==> config.mk <==
export PLATFORM = sky130hd
export DESIGN_NAME = alu_sequencer
export DESIGN_NICKNAME = d
export VERILOG_FILES = /design/src/rtl/alu_sequencer_pkg.sv /design/src/rtl/alu_sequencer_arbiter.sv /design/src/rtl/alu_sequencer.sv
export SDC_FILE = /design/constraint.sdc
export NUM_CORES = 1
export LEC_CHECK = 0
export BUFFER_PORTS_ARGS = -buffer_cell sky130_fd_sc_hd__buf_2
export CAP_MARGIN = 20
export CORE_MARGIN = 5
export CORE_UTILIZATION = 49
export CTS_BUF_LIST = sky130_fd_sc_hd__clkbuf_16
export DETAILED_ROUTE_END_ITERATION = 7
export PLACE_DENSITY = 0.95
export SETUP_SLACK_MARGIN = 0.05
export SLEW_MARGIN = 20
export SYNTH_ARGS = -nofsm -noshare
export SYNTH_HDL_FRONTEND = slang
export SYNTH_SLANG_ARGS = --single-unit
==> constraint.sdc <==
create_clock -name clock -period 2.4 [get_ports clock]
set_clock_uncertainty 0.2 [all_clocks]
set_input_delay 0.24 -clock clock [delete_from_list [all_inputs] [get_ports clock]]
set_output_delay 0.24 -clock clock [all_outputs]
set_load 0.01 [all_outputs]
==> src/rtl/alu_sequencer_pkg.sv <==
// Package control: shared types and constants for the ALU sequencer.
//   alu_op_e          - operation code driven to the external ALU
//   alu_flag_e        - status flag returned by the external ALU
//   seq_state_e       - sequencer FSM state encoding
//   ALU_SETTLE_CYCLES - cycles operands are held before the result is sampled
//   ALU_IDLE_OP       - opcode presented to the ALU while no operation runs
package control;

    typedef enum logic [2:0] {
        ALU_NOP = 3'd0,
        ALU_ADD = 3'd1,
        ALU_SUB = 3'd2,
        ALU_AND = 3'd3,
        ALU_OR  = 3'd4,
        ALU_XOR = 3'd5,
        ALU_DIV = 3'd6
    } alu_op_e;

    typedef enum logic [1:0] {
        FLAG_NONE      = 2'd0,
        FLAG_ZERO      = 2'd1,
        FLAG_REMAINDER = 2'd2,
        FLAG_OVERFLOW  = 2'd3
    } alu_flag_e;

    typedef enum logic [1:0] {
        SEQ_IDLE    = 2'd0,
        SEQ_ISSUE   = 2'd1,
        SEQ_CAPTURE = 2'd2,
        SEQ_RESP    = 2'd3
    } seq_state_e;

    localparam int unsigned ALU_SETTLE_CYCLES = 2;
    localparam int unsigned SETTLE_W          = 2;
    localparam alu_op_e     ALU_IDLE_OP       = ALU_NOP;

endpackage

==> src/rtl/alu_sequencer_arbiter.sv <==
// alu_arbiter: two-requester grant selection for the ALU sequencer.
// Build option: ALU_SEQ_RR_EN defined -> round-robin against last_grant_i;
// undefined -> fixed priority, requester 0 always wins.
// Ports:
//   valid_i      in  2  request valid per requester
//   enable_i     in  1  grants allowed this cycle (sequencer idle)
//   last_grant_i in  1  ID of the most recently accepted requester
//   grant_o      out 2  one-hot grant, zero when disabled or no request
//   grant_id_o   out 1  index of the granted requester
module alu_arbiter (
    input  logic [1:0] valid_i,
    input  logic       enable_i,
    input  logic       last_grant_i,
    output logic [1:0] grant_o,
    output logic       grant_id_o
);

    always_comb begin
        grant_id_o = 1'b0;
`ifdef ALU_SEQ_RR_EN
        if (valid_i == 2'b11) begin
            grant_id_o = ~last_grant_i;
        end else begin
            grant_id_o = ~valid_i[0];
        end
`else
        grant_id_o = ~valid_i[0];
`endif
        grant_o = 2'b00;
        if (enable_i && (valid_i != 2'b00)) begin
            grant_o = grant_id_o ? 2'b10 : 2'b01;
        end
    end

`ifndef ALU_SEQ_RR_EN
    logic unused_last_grant;
    assign unused_last_grant = last_grant_i;
`endif

endmodule

==> src/rtl/alu_sequencer.sv <==
// alu_sequencer: accepts one operation from two requesters, drives it onto an
// external ALU for ALU_SETTLE_CYCLES, samples the result and returns it as a
// one-cycle response to the issuing requester.
// Build option: ALU_SEQ_RR_EN selects round-robin arbitration (see alu_arbiter).
// Ports:
//   clock, reset_n           system clock / async active-low reset
//   req_valid/req_ready      per-requester handshake (ready only in IDLE)
//   req_op, req_a, req_b     per-requester operation and operands
//   resp_valid               one-cycle completion pulse to the issuer
//   resp_data, resp_flag     last captured ALU result and flag
//   alu_op, alu_register1/2  operation/operands to the ALU
//   alu_out                  one-cycle capture strobe
//   alu_result, alu_flag     ALU outputs
//   busy                     high whenever not IDLE
//
// state   | meaning
// IDLE    | waiting for a request; grant and latch payload
// ISSUE   | operands driven to ALU, settle counter running
// CAPTURE | alu_out strobe, result/flag sampled
// RESP    | resp_valid pulse to the issuing requester
module alu_sequencer
    import control::*;
(
    input  logic       clock,
    input  logic       reset_n,
    input  logic [1:0] req_valid,
    output logic [1:0] req_ready,
    input  alu_op_e    req_op [2],
    input  logic [7:0] req_a [2],
    input  logic [7:0] req_b [2],
    output logic [1:0] resp_valid,
    output logic [7:0] resp_data,
    output alu_flag_e  resp_flag,
    output alu_op_e    alu_op,
    output logic [7:0] alu_register1,
    output logic [7:0] alu_register2,
    output logic       alu_out,
    input  logic [7:0] alu_result,
    input  alu_flag_e  alu_flag,
    output logic       busy
);

    seq_state_e          state_q, state_d;
    logic [SETTLE_W-1:0] settle_q, settle_d;
    alu_op_e             op_q, op_d;
    logic [7:0]          a_q, a_d, b_q, b_d;
    logic                id_q, id_d;
    logic [7:0]          data_q, data_d;
    alu_flag_e           flag_q, flag_d;

    logic [1:0] grant;
    logic       grant_id;
    logic       last_grant;
    logic       accept;

    alu_arbiter u_arbiter (
        .valid_i      (req_valid),
        .enable_i     (state_q == SEQ_IDLE),
        .last_grant_i (last_grant),
        .grant_o      (grant),
        .grant_id_o   (grant_id)
    );

    // The grant is only asserted against a valid request, so it is the handshake.
    assign accept = |grant;

`ifdef ALU_SEQ_RR_EN
    logic last_grant_q;
    always_ff @(posedge clock or negedge reset_n) begin
        if (!reset_n) begin
            last_grant_q <= 1'b1;
        end else if (accept) begin
            last_grant_q <= grant_id;
        end
    end
    assign last_grant = last_grant_q;
`else
    assign last_grant = 1'b1;
`endif

    always_ff @(posedge clock or negedge reset_n) begin
        if (!reset_n) begin
            state_q  <= SEQ_IDLE;
            settle_q <= '0;
            op_q     <= ALU_IDLE_OP;
            a_q      <= 8'h00;
            b_q      <= 8'h00;
            id_q     <= 1'b0;
            data_q   <= 8'h00;
            flag_q   <= FLAG_NONE;
        end else begin
            state_q  <= state_d;
            settle_q <= settle_d;
            op_q     <= op_d;
            a_q      <= a_d;
            b_q      <= b_d;
            id_q     <= id_d;
            data_q   <= data_d;
            flag_q   <= flag_d;
        end
    end

    always_comb begin
        state_d  = state_q;
        settle_d = settle_q;
        op_d     = op_q;
        a_d      = a_q;
        b_d      = b_q;
        id_d     = id_q;
        data_d   = data_q;
        flag_d   = flag_q;
        unique case (state_q)
            SEQ_IDLE: begin
                if (accept) begin
                    op_d     = req_op[grant_id];
                    a_d      = req_a[grant_id];
                    b_d      = req_b[grant_id];
                    id_d     = grant_id;
                    settle_d = SETTLE_W'(ALU_SETTLE_CYCLES - 1);
                    state_d  = SEQ_ISSUE;
                end
            end
            SEQ_ISSUE: begin
                if (settle_q == '0) begin
                    state_d = SEQ_CAPTURE;
                end else begin
                    settle_d = settle_q - SETTLE_W'(1);
                end
            end
            SEQ_CAPTURE: begin
                data_d  = alu_result;
                flag_d  = alu_flag;
                state_d = SEQ_RESP;
            end
            SEQ_RESP: begin
                state_d = SEQ_IDLE;
            end
            default: state_d = SEQ_IDLE;
        endcase
    end

    logic driving;
    assign driving = (state_q == SEQ_ISSUE) || (state_q == SEQ_CAPTURE);

    assign req_ready     = grant;
    assign busy          = (state_q != SEQ_IDLE);
    assign alu_op        = driving ? op_q : ALU_IDLE_OP;
    assign alu_register1 = driving ? a_q : 8'h00;
    assign alu_register2 = driving ? b_q : 8'h00;
    assign alu_out       = (state_q == SEQ_CAPTURE);
    assign resp_valid    = (state_q == SEQ_RESP) ? (id_q ? 2'b10 : 2'b01) : 2'b00;
    assign resp_data     = data_q;
    assign resp_flag     = flag_q;

endmodule

==> results of run 1 <==
flip-flops by register name (all words and copies together) (netlist names):
name,count
a_q,8
b_q,8
resp_data,8
op_q,3
resp_flag,2
settle_q,2
state_q,2
id_q,1
synthesized netlist by cell type:
library cell / count
ha_1: 6
nor2_1: 2
a22o_1: 1
a21oi_2: 1
nor3b_4: 1
buf_2: 5
and2_1: 21
mux2i_1: 20
inv_1: 6
o21ai_0: 19
a21oi_1: 1
mux2_2: 10
o31ai_1: 1
buf_4: 2
o32ai_1: 1
nand2_1: 22
o21bai_1: 1
mux2_4: 1
a21o_1: 1
clkbuf_2: 1
clkbuf_1: 2
nor2b_1: 1
dfrtp_1: 34
o21ai_2: 1
logic make-up after synthesis:
| family | Yosys count | share of synthesized area |
|---|---|---|
| AO/OA/AOI/OAI | 27 | 0.09098 |
| buffers and inverters | 16 | 0.04331 |
| adder cells (fa/ha/maj) | 6 | 0.04332 |
| AND/OR/NAND/NOR | 47 | 0.1422 |
| flip-flops | 34 | 0.4910 |
| multiplexers | 31 | 0.1892 |
critical path, cell delays in order (launching register included):
cell     delay, ns
dfrtp_1       0.41
inv_1         0.11
ha_1          0.64
and2_1        0.22
buf_2         0.13
worst max-delay path by stage:
| stage | startpoint | to | slack, ns | cells after the start |
|---|---|---|---|---|
| floorplan | state_q[0]$_DFFE_PN0P_ | state_q[1]$_DFFE_PN0P_ | 0.76 | 5 |
| global placement | state_q[1]$_DFFE_PN0P_ | alu_op[1] | 0.56 | 4 |
| detailed placement | state_q[1]$_DFFE_PN0P_ | alu_op[1] | 0.49 | 4 |
| CTS | state_q[1]$_DFFE_PN0P_ | alu_op[1] | 0.17 | 4 |
| global route | state_q[1]$_DFFE_PN0P_ | alu_op[1] | 0.08 | 4 |
| finish | state_q[1]$_DFFE_PN0P_ | alu_op[1] | 0.17 | 4 |
layout by cell type (no fill, tap or decap), drive strengths merged, types with 2 or more instances in the layout:
cell	netlist	layout
o21ai	20	20
mux2	11	11
ha	6	6
and2	21	21
buf	7	88
mux2i	20	20
a21oi	2	2
dlygate4sd3	0	5
nor2	2	2
clkinv	0	3
inv	6	6
clkbuf	3	5
nand2	22	22
dfrtp	34	34
power groups by stage:
stage | sequential [µW] | clock, µW | combinational (µW)
CTS | 1010 | 594 | 1500
finish | 1010 | 582 | 1470
global route | 1050 | 623 | 1660
global placement | 995 | 0 | 1430
floorplan | 1020 | 0 | 940
detailed placement | 1010 | 0 | 1480
metal layers:
metal | global-route usage | part of all wire | vias to the layer above
li1 | - | - | 715
met1 | 0.1874 | 0.38 | 640
met2 | 0.3305 | 0.56 | 41
met3 | 0.05072 | 0.055 | 2
met4 | 0.05857 | 0.0083 | 0
met5 | 0 | 0 | -
stage by stage:
stage | hold WS, ns | setup slack (ns)
2_1_floorplan | -0.2556 | 0.7596
3_3_place_gp | 0.1361 | 0.5629
3_5_place_dp | 0.1457 | 0.4906
4_1_cts | 0.0007841 | 0.1669
5_1_grt | 0.002764 | 0.08380
6_report | 0.001134 | 0.1702
final cells by class:
| cell class | instances | area share |
|---|---|---|
| tap | 46 | 0.02429 |
| inverter | 6 | 0.009504 |
| sequential | 34 | 0.3590 |
| timing repair buffer | 93 | 0.2091 |
| clock inverter | 3 | 0.004752 |
| multi-input combinational | 111 | 0.3405 |
| clock buffer | 5 | 0.05280 |
==> metrics list, run 1 <==
- Status: finished clean
- Max Fanout on Critical Path: 20
* Footprint of the multi-input gates: 807.0 µm²
- R2r endpoint: b_q[1]$_DFFE_PN0P_
- Sum of routed wire length over all layers: between 4 and 5 mm
- Clock group share of total power: 0.190
* Post-cts sizing count: 0
- The number of antenna violations at the first check in global routing was 0.
* Cell Count, Final, Fillers Out: 298
* Yosys Warn Count: 0
- Max-cap violations in this run came to 0.
- After layout, the design draws a total of around 3100 µW.
- The count of pins over their slew limit is 0.
- Portion of synthesized cell area occupied by the leading cell type: 0.4910
- VDD IR-drop max: 0.0008077 V
- For this design the static power due to leakage is ~0.0013 µW.
- After detailed routing, the number of vias per cell comes to 4.691.
* Length of the first detailed-routing pass in iterations: 4
- Entering global routing, the biggest net connects 35 pins.
- The total overflow left after global routing is 0.
- Number of post-CTS setup repair buffers: 0
- The internal power of the cells totals roughly 1900 µW.
* Class of the worst hold path: input port to flip-flop
* Placed cell count: about 290
* CTS tree: built
- The cell sitting at the root of the clock tree is a clkbuf_16.
* Area taken by flip-flops and latches: 850.8 µm²
- After routing the design area is 0.002370 mm².
- Power density over the cells: 1294 mW/mm²
- The floorplan has 21 rows.
- Fraction of the cycle the final worst path needs: 0.9291
- The largest total area in the synthesized netlist belongs to dfrtp_1.
- TritonCTS Buffers: 5
* Sw Ratio: 0.3726
* First-pass GRT wire length: 6.817 mm
* Unique cell type count in the Yosys netlist: 24
- In this run the cell area measured after placement is approximately 0.0022 mm².
- When the netlist entered floorplanning its net count stood at roughly 220.
* Number of buffers inserted for hold repair after clock tree synthesis: 4
* Routability Congestion: around 0.76
* Comb power frac: 0.480
* Nets: 309
* Die boundary width: 69.47 µm
- The die covers around 0.0048 mm².
- STA classifies the critical path startpoint as a flip-flop.
* Sum of negative setup slack: 0 ns
- Setup repair after global routing left no endpoint under its margin.
- The detail route stage leaves a number of antenna-violating nets equal to 0.
- Number of instances on the worst hold path: 2
* Vias in the first global route: between 1500 and 2000
- HPWL after DPL: 2.971 mm
- Net switching power: 1143 µW
* Starting density of the core: 0.5113
- H-tree Lvls: 2
* Crit. End Element: output port
- The number of antenna diodes in the final layout is 0.
* Share of post-route cells with drive strength above 1: 0.4246
- GRT Resource Usage Total: 0.1766
- Setup violations remaining at the end of the flow were counted as 0.
- The number of endpoints with negative hold slack in the final report is 0.
- At the pin with the least slew margin, the transition time is a little over 0.7 ns.
- Filler Cells Inserted: 270
- Crit path DAT: between 1.5 and 2 ns
* FF-to-FF Start: state_q[1]$_DFFE_PN0P_
- Source-to-sink clock delay at the later pin of the worst-skew pair: 0.27 ns
- Count of state elements after synthesis: 34
* Endpoint with the worst hold slack: resp_data[2]$_DFFE_PN0P_
- In this run the cell area of the synthesized design comes to 0.001733 mm².
- By startpoint and endpoint, the worst setup path is classified as flip-flop to output port.
- Area of the core: 0.003390 mm²
- Cells after synthesis: between 150 and 200
* Fraction of the core area covered by cells at the end of the flow: 0.6992
- Timing would allow up to 448.5 MHz.
- Relative slew slack: 0.5155
* Number of I/O pins: 87
* Clock transition time at the flip-flop clock pins of the worst setup and hold paths: ~0.050 ns
* Cell depth of the worst flop-to-flop path: 5
* Post-DR wirelength/cell: about 14 µm
- Sequential share of power: 0.330
- The area growth from synthesis to layout is 36.75%.
- # port buffers: 86
- The die is 69.47 µm tall.
- Number of DRC markers after the initial detailed-route iteration: 81
* Period minus WS final: 2.230 ns
- For this design, the sink count on the clock tree is 34.
- The startpoint identified for the worst hold timing path is alu_result[2].
- Via count: between 1000 and 1500
- Ranking of synthesized cells by area: dfrtp_1, mux2i_1, and2_1, mux2_2, o21ai_0
* Avg Inst Size Synth: 10.76 µm²
- The setup check on the worst reg-to-reg path leaves a slack of 0.58 ns.
- For the worst setup path, the data required time is 1.96 ns.
- No sink is reached through more buffers than the 2 on the longest clock path.
- Of the synthesized area, sequential elements account for 0.4910.
- DRC: 0
No activity file was read; power rests on OpenSTA's default activity.
==> run 2, diff against run 1 <==
--- a/config.mk
+++ b/config.mk
@@ -5,13 +5,13 @@
 export SDC_FILE = /design/constraint.sdc
 export NUM_CORES = 1
 export LEC_CHECK = 0
-export BUFFER_PORTS_ARGS = -buffer_cell sky130_fd_sc_hd__buf_2
 export CAP_MARGIN = 20
 export CORE_MARGIN = 5
-export CORE_UTILIZATION = 49
+export CORE_UTILIZATION = 56
 export CTS_BUF_LIST = sky130_fd_sc_hd__clkbuf_16
 export DETAILED_ROUTE_END_ITERATION = 7
-export PLACE_DENSITY = 0.95
+export DONT_BUFFER_PORTS = 1
+export PLACE_DENSITY = 0.83
 export SETUP_SLACK_MARGIN = 0.05
 export SLEW_MARGIN = 20
 export SYNTH_ARGS = -nofsm -noshare
==> run 2 against run 1 <==
Global-route usage increased by 1.6 points. Clock power about the same. Register-to-register slack improved by 0.02 ns. Largest cell class unchanged. Sequential cell count unchanged. Maximum frequency increased by 7.2%. Combinational power decreased by 22%. The flow now finishes with violations (negative hold slack). Critical path type unchanged. Setup slack improved by 0.15 ns. Total power decreased by 9.2%.
==> metrics list, run 2 (synthesis gave the netlist of run 1 again) <==
* ANT nets after route: 0 (unchanged)
* Number of I/O pins: 87 (unchanged)
- The share of total power in the clock network was 0.208 (+0.018).
* VDD IR-drop max: 0.0006925 V (-14%)
- Clock transition time at the flip-flop clock pins of the worst setup and hold paths: 0.05 ns (about the same)
- The count of buffering cells on the critical path with inverters included is 1 (-1).
- The count of fill cells added during filler insertion came to 222 (-18%).
- Die span in y: 65.63 µm (-5.5%)
- CTS tree: built
- Pre-CTS setup slack: 0.5768 ns (+0.08617 ns)
- Sum of routed wire length over all layers: 3.957 mm (-3.3%)
* Comb power frac: 0.410 (-0.070)
* Length of the first detailed-routing pass in iterations: 4 (unchanged)
* Cell chosen for the clock root: clkbuf_16
* # port buffers: 0 (-100%)
- The number of nets in the finished design is 246 (-20%).
- Period minus WS final: 2.081 ns (-0.1490 ns)
* Crit. End Element: output port
- Net switching power: 1064 µW (-6.9%)
- The via count is 1247 (-11%).
- Maximum clock frequency: 480.6 MHz (+7.2%)
* Violations in the final reports: negative hold slack
- GRT Resource Usage Total: 0.1930 (+0.01645)
- met2 is the most crowded layer.
* Number of instances on the worst hold path: 2 (unchanged)
- H-tree Lvls: 2 (unchanged)
- The share of cells above drive strength 1 was 0.1223 (-0.3023).
* Starting density of the core: 0.5771 (+0.06582)
- Status: finished, violations left
* Inserted Diodes: 0 (unchanged)
- The cell family contributing the most delay on the critical path is adder cells.
- Pin count of the biggest net entering global routing: 40 (+14%)
- The number of buffers on the longest clock path was 2 (unchanged).
- Leaving out fill and tap cells, the most frequent cells in the layout are dfrtp_1, dlygate4sd3_1, nand2_1.
- Pins over their slew limit: 0 (unchanged)
- Site row count: 20 (-4.8%)
* Global routing met3 resource utilization: 0.05812 (+0.007395)
- Vias in the first global route: 1301 (-14%)
- The power density normalized to cell area came to 1286 mW/mm² (-0.61%).
- The worst hold slack across all endpoints is -0.01836 ns (-0.01950 ns).
- Setup repair after global routing missed its margin: no
* Final setup violation count: 0 (unchanged)
* Internal: 1720 µW (-11%)
- The CTS sink count came to 34 (unchanged).
- Max Fanout on Critical Path: 20 (unchanged)
* Die boundary width: 65.63 µm (-5.5%)
- Source-to-sink clock delay at the later pin of the worst-skew pair: 0.27 ns (about the same)
- The relative slew slack came to 0.6208 (+0.1053).
- The number of endpoints with negative hold slack in the final report is 3 (+3).
- The total of max-cap violations is 0 (unchanged).
* Global routing usage on met2: 0.3617 (+0.03119)
- The critical path goes through inv_1 > ha_1 > and2_1.
- The measured slew at the worst slew-check pin came to 0.5688 ns (-0.1580 ns).
- First-pass GRT wire length: 6.216 mm (-8.8%)
* Vias/cell: 5.643 (+20%)
- The number of buffers created by CTS is 5 (unchanged).
* Fraction of the cycle the final worst path needs: 0.8670 (-0.06208)
- Post-DR wirelength/cell: 17.90 µm (+30%)
- Number of antenna violations at the first check in global routing: 0 (unchanged)
- Critical path startpoint category: flip-flop
- Among all stages on the critical path, the largest delay is contributed by ha_1.
- The leakage power came to 0.001019 µW (-20%).
* Total gr overflow: 0 (unchanged)
* Routability Congestion: 0.7037 (-6.9%)
- The path class of the tightest hold or removal check is input port to flip-flop.
- The critical path required time is 1.96 ns (about the same).
- Final worst-path setup slack: 0.3192 ns (+0.1490 ns)
- Sum of negative setup slack: 0 ns (unchanged)
* Crit path DAT: 1.64 ns (-0.15 ns)
- Area of the core: 0.003003 mm² (-11%)
- The number of gates resized after cts came to 0 (unchanged).
- The share of total power in sequential cells was 0.382 (+0.052).
- The depth of the critical timing path with buffers and inverters included is 3 (-1).
- Synth-to-layout area growth: 24.91%
- Commonest non-fill, non-tap cell in the layout: dfrtp_1
* Number of DRC markers after the initial detailed-route iteration: 27 (-67%)
- The met1 layer usage reported by global route came to 0.2024 (+0.01499).
* Biggest cell delay along the critical path: 0.60 ns (-0.04 ns)
- The critical path in this run is classified as flip-flop to output port.
- Floorplan die area: 0.004307 mm² (-11%)
- Cell depth of the worst flop-to-flop path: 3 (-2)
- The number of remaining DRC errors was 0 (unchanged).
- The switching power share of the total is 0.3823 (+0.009697).
-- run 2: cell count changes in the layout (fill, tap and decap cells not counted), sizes merged --
| cell | delta |
|---|---|
| buf | -86 |
| clkinv | -1 |
| dlygate4sd3 | +23 |
-- run 2: final cells by class --
type,count,area (µm²),share of cell area
Sequential cell,34,850.8,0.3931
Timing Repair Buffer,30,307.8,0.1422
Tap cell,33,41.29,0.01908
Multi-Input combinational cell,111,807.0,0.3728
Inverter,6,22.52,0.01040
Clock buffer,5,125.1,0.05780
Clock inverter,2,10.01,0.004624
-- run 2: worst register-to-register path, delay by kind of cell, from the launching register on --
| kind | cells | cell delay (ns) |
|---|---|---|
| DFF | 1 | 0.40 |
| buffers and inverters | 1 | 0.13 |
| muxes | 1 | 0.41 |
| adders and majority gates | 1 | 0.54 |
-- run 2: per-stage QoR --
step / area [µm²] / hold slack (ns) / instances / power, µW / util
2_1_floorplan: 1733 / -0.2556 / 161 / 1961 / -
3_3_place_gp: 1729 / -0.2548 / 185 / 2085 / 0.5758
3_5_place_dp: 1729 / -0.2549 / 185 / 2175 / 0.5758
4_1_cts: 2165 / 0.001024 / 221 / 2817 / 0.7208
5_1_grt: 2165 / 0.008417 / 221 / 2997 / 0.7208
6_report: 2165 / -0.01836 / 221 / 2784 / 0.7208
-- run 2: what timing repair did --
action                                 CTS  global route
endpoints found under the hold margin   53             0
setup buffers                            0             0
hold buffers                            29             0
-- run 2: power groups by stage --
stage / clock network [µW] / logic [µW] / registers (µW)
4_1_cts: 592 / 1160 / 1070
5_1_grt: 620 / 1280 / 1100
3_5_place_dp: 0 / 1100 / 1070
6_report: 579 / 1140 / 1060
2_1_floorplan: 0 / 940 / 1020
3_3_place_gp: 0 / 1030 / 1050
-- run 2: worst paths after layout --
path                                                  to  slack [ns]              startpoint
min in group asynchronous             b_q[5]$_DFFE_PN0P_        0.25                 reset_n
max in group asynchronous               id_q$_DFFE_PN0P_        1.58                 reset_n
worst min-delay path                  b_q[1]$_DFFE_PN0P_       -0.02                req_b[1]
worst max register to register  resp_data[4]$_DFFE_PN0P_        0.60  state_q[0]$_DFFE_PN0P_
worst min register to register        a_q[0]$_DFFE_PN0P_        0.27      a_q[0]$_DFFE_PN0P_
worst max-delay path                    alu_register1[7]        0.32  state_q[1]$_DFFE_PN0P_
-- run 2: metal layers --
metal | wire, µm | share of wire | vias up
li1 | - | - | 588
met5 | 0 | 0 | -
met4 | 37 | 0.0094 | 0
met1 | 1475 | 0.37 | 613
met2 | 2261 | 0.57 | 42
met3 | 183 | 0.046 | 4
==> run 3, diff against run 2 <==
--- a/config.mk
+++ b/config.mk
@@ -13,7 +13,6 @@
 export DONT_BUFFER_PORTS = 1
 export PLACE_DENSITY = 0.83
 export SETUP_SLACK_MARGIN = 0.05
-export SLEW_MARGIN = 20
 export SYNTH_ARGS = -nofsm -noshare
 export SYNTH_HDL_FRONTEND = slang
 export SYNTH_SLANG_ARGS = --single-unit
==> constraint.sdc (replaced) <==
create_clock -name clock -period 2.4 [get_ports clock]
set_clock_uncertainty 0.2 [all_clocks]
set_input_delay 0.48 -clock clock [delete_from_list [all_inputs] [get_ports clock]]
set_output_delay 0.48 -clock clock [all_outputs]
set_load 0.01 [all_outputs]
==> run 3 against run 2 <==
The flow now finishes without violations. Combinational power down 4%. Hold slack gained 0.18 ns. Final cell count is 12% lower. Sequential power is essentially flat. Critical path type unchanged. Largest power group unchanged. Highest routed layer unchanged.
==> metrics list, run 3 (synthesis gave the netlist of run 1 again) <==
- Status: finished clean
- Most used cells in the layout excluding fill and tap cells: dfrtp_1, nand2_1, and2_1
* Max clock buf depth: 2 (unchanged)
- The CTS sink count was 34 (unchanged).
- The area of the core region came to 0.003003 mm² (unchanged).
- The standard cell area after detailed placement came to 0.001729 mm² (unchanged).
- The overall die area came to 0.004307 mm² (unchanged).
* Class of the worst hold path: input port to flip-flop
- The count of H-tree levels built during CTS came to 2 (unchanged).
- The initial core utilization is 0.5771 (unchanged).
- The I/O pin count is 87 (unchanged).
* Commonest non-fill, non-tap cell in the layout: dfrtp_1
- The power density normalized to cell area came to 1487 mW/mm² (+16%).
* CTS tree: built
- The total routing usage reported by global routing came to 0.1670 (-0.02604).
* Cell chosen for the clock root: clkbuf_16
* Relative slew slack: 0.6106 (-0.01017)
- The residual overflow from global routing is 0 (unchanged).
- The number of antenna violations at the first check in global routing is 0 (unchanged).
- The number of nets in the finished design is 219 (-11%).
* Static leakage: 0.0009110 µW (-11%)
- The last weighted congestion value of the routability-driven placer is 0.7037 (unchanged).
- HPWL after DPL: 2.643 mm
* Setup repair after global routing missed its margin: no
* # port buffers: 0 (unchanged)
- The number of setup buffers added after CTS came to 0 (unchanged).
- The number of violations reported at the end of detailed-routing iteration 0 came to 31 (+15%).
* Final design instance area without fill: 0.001932 mm² (-11%)
- Synth-to-layout area growth: 11.48%
- The x dimension of the die came to 65.63 µm (unchanged).
- Pin count of the biggest net entering global routing: 40 (unchanged)
- Final count of hold timing violations: 0 (-3)
- The count of pins over their slew limit was 0 (unchanged).
- The worst reg2reg path depth is 3 (unchanged).
- Length of the first detailed-routing pass in iterations: 3 (-1)
* Number of instances on the worst hold path: 1 (-1)
- The total of max-cap violations was 0 (unchanged).
- Inserted Diodes: 0 (unchanged)
- The die boundary height was 65.63 µm (unchanged).
* ANT nets after route: 0 (unchanged)
- The later-pin clock latency in the skew report came to 0.27 ns (about the same).
- The peak supply drop came to 0.0006897 V (-0.40%).
- The detailed-route wire length per cell was 17.48 µm (-2.4%).
- The total of endpoints with negative setup slack in the final report was 0 (unchanged).
- Max Fanout on Critical Path: 20 (unchanged)
- Vias in the first global route: 1159 (-11%)
- Sum of routed wire length over all layers: 3.408 mm (-14%)
* Setup Crit Path Kind: flip-flop to output port
* Vias/cell: 5.677 (+0.61%)
- Worst endpoint required time: 1.72 ns (-0.24 ns)
- Crit path DAT: 1.53 ns (-0.11 ns)
* Maximum clock frequency: 452.2 MHz (-5.9%)
* Fraction of the cycle the final worst path needs: 0.9214 (+0.05443)
- Clock transition time at the flip-flop clock pins of the worst setup and hold paths: 0.05 ns (about the same)
- The number of rows in the core area was 20 (unchanged).
- First-pass GRT wire length: 5.423 mm (-13%)
- TritonCTS Buffers: 5 (unchanged)
* Sum of negative setup slack: 0 ns (unchanged)
- The via count was 1107 (-11%).
- DRC: 0 (unchanged)
- Share of post-route cells with drive strength above 1: 0.1543 (+0.03198)
* Worst Tran Pin Value: 0.5841 ns (+0.01525 ns)
- Critical path startpoint category: flip-flop
- Crit. End Element: output port
- The time the final worst path needs with I/O delays and setup came to 2.211 ns (+0.1306 ns).
## run 3: cell types whose count changed in the layout (fill, tap and decap cells not counted)
cell / delta
bufinv_16: +1
clkinv_2: -2
clkinvlp_4: +2
ha_2: +1
dlygate4sd3_1: -27
ha_1: -1
## run 3: final cells by class
| type | count | area (µm²) |
|---|---|---|
| clock inverter | 3 | 45.04 |
| tap | 33 | 41.29 |
| multi-input combinational | 111 | 809.5 |
| timing repair buffer | 3 | 37.54 |
| fill | 250 | 1071 |
| inverter | 6 | 22.52 |
| clock buffer | 5 | 125.1 |
| sequential | 34 | 850.8 |
## run 3: what timing repair did
action / in CTS / in global routing
hold buffers: 2 / 0
hold endpoints to repair: 34 / 0
gates resized for setup: 1 / 0
endpoints found under the setup margin: 4 / 0
## run 3: path summary, 6_finish.rpt
check                                  startpoint                       end  slack, ns
setup / recovery           state_q[0]$_DFFE_PN0P_          alu_register1[7]       0.19
hold / removal                      alu_result[2]  resp_data[2]$_DFFE_PN0P_       0.16
setup reg to reg           state_q[0]$_DFFE_PN0P_  resp_data[0]$_DFFE_PN0P_       0.58
hold reg to reg               op_q[1]$_DFFE_PN0P_       op_q[1]$_DFFE_PN0P_       0.27
max in group asynchronous                 reset_n          id_q$_DFFE_PN0P_       1.35
min in group asynchronous                 reset_n        b_q[2]$_DFFE_PN0P_       0.47
## run 3: through the flow
step                      power (µW)  cells    util  hold WS (ns)  setup WS, ns
final                           2872    195  0.6433        0.1578        0.1886
after global routing            3088    195  0.6433        0.1466       0.07892
after CTS                       2925    195  0.6433        0.1513        0.1765
after detailed placement        2174    185  0.5758      -0.01488        0.3401
after global placement          2085    185  0.5758      -0.01483        0.4164
after floorplan                 1961    161       -      -0.01559        0.5731
## run 3: metal layers
metal | vias up | GRT usage | routed length, µm
met3 | 2 | 0.04786 | 204
met2 | 40 | 0.2979 | 1931
met4 | 0 | 0.06218 | 20
li1 | 539 | - | -
met5 | - | 0 | 0
met1 | 526 | 0.1865 | 1251
## run 3: critical path: stages (launching register included)
cell and delay, ns:
dfrtp_1 0.38, inv_1 0.11, ha_2 0.52, and2_1 0.25
## run 3: report_power, final
group	switching [µW]	total, µW	internal, µW
clock	221	709	488
sequential	199	1060	861
combinational	642	1100	461
total	1060	2870	1810
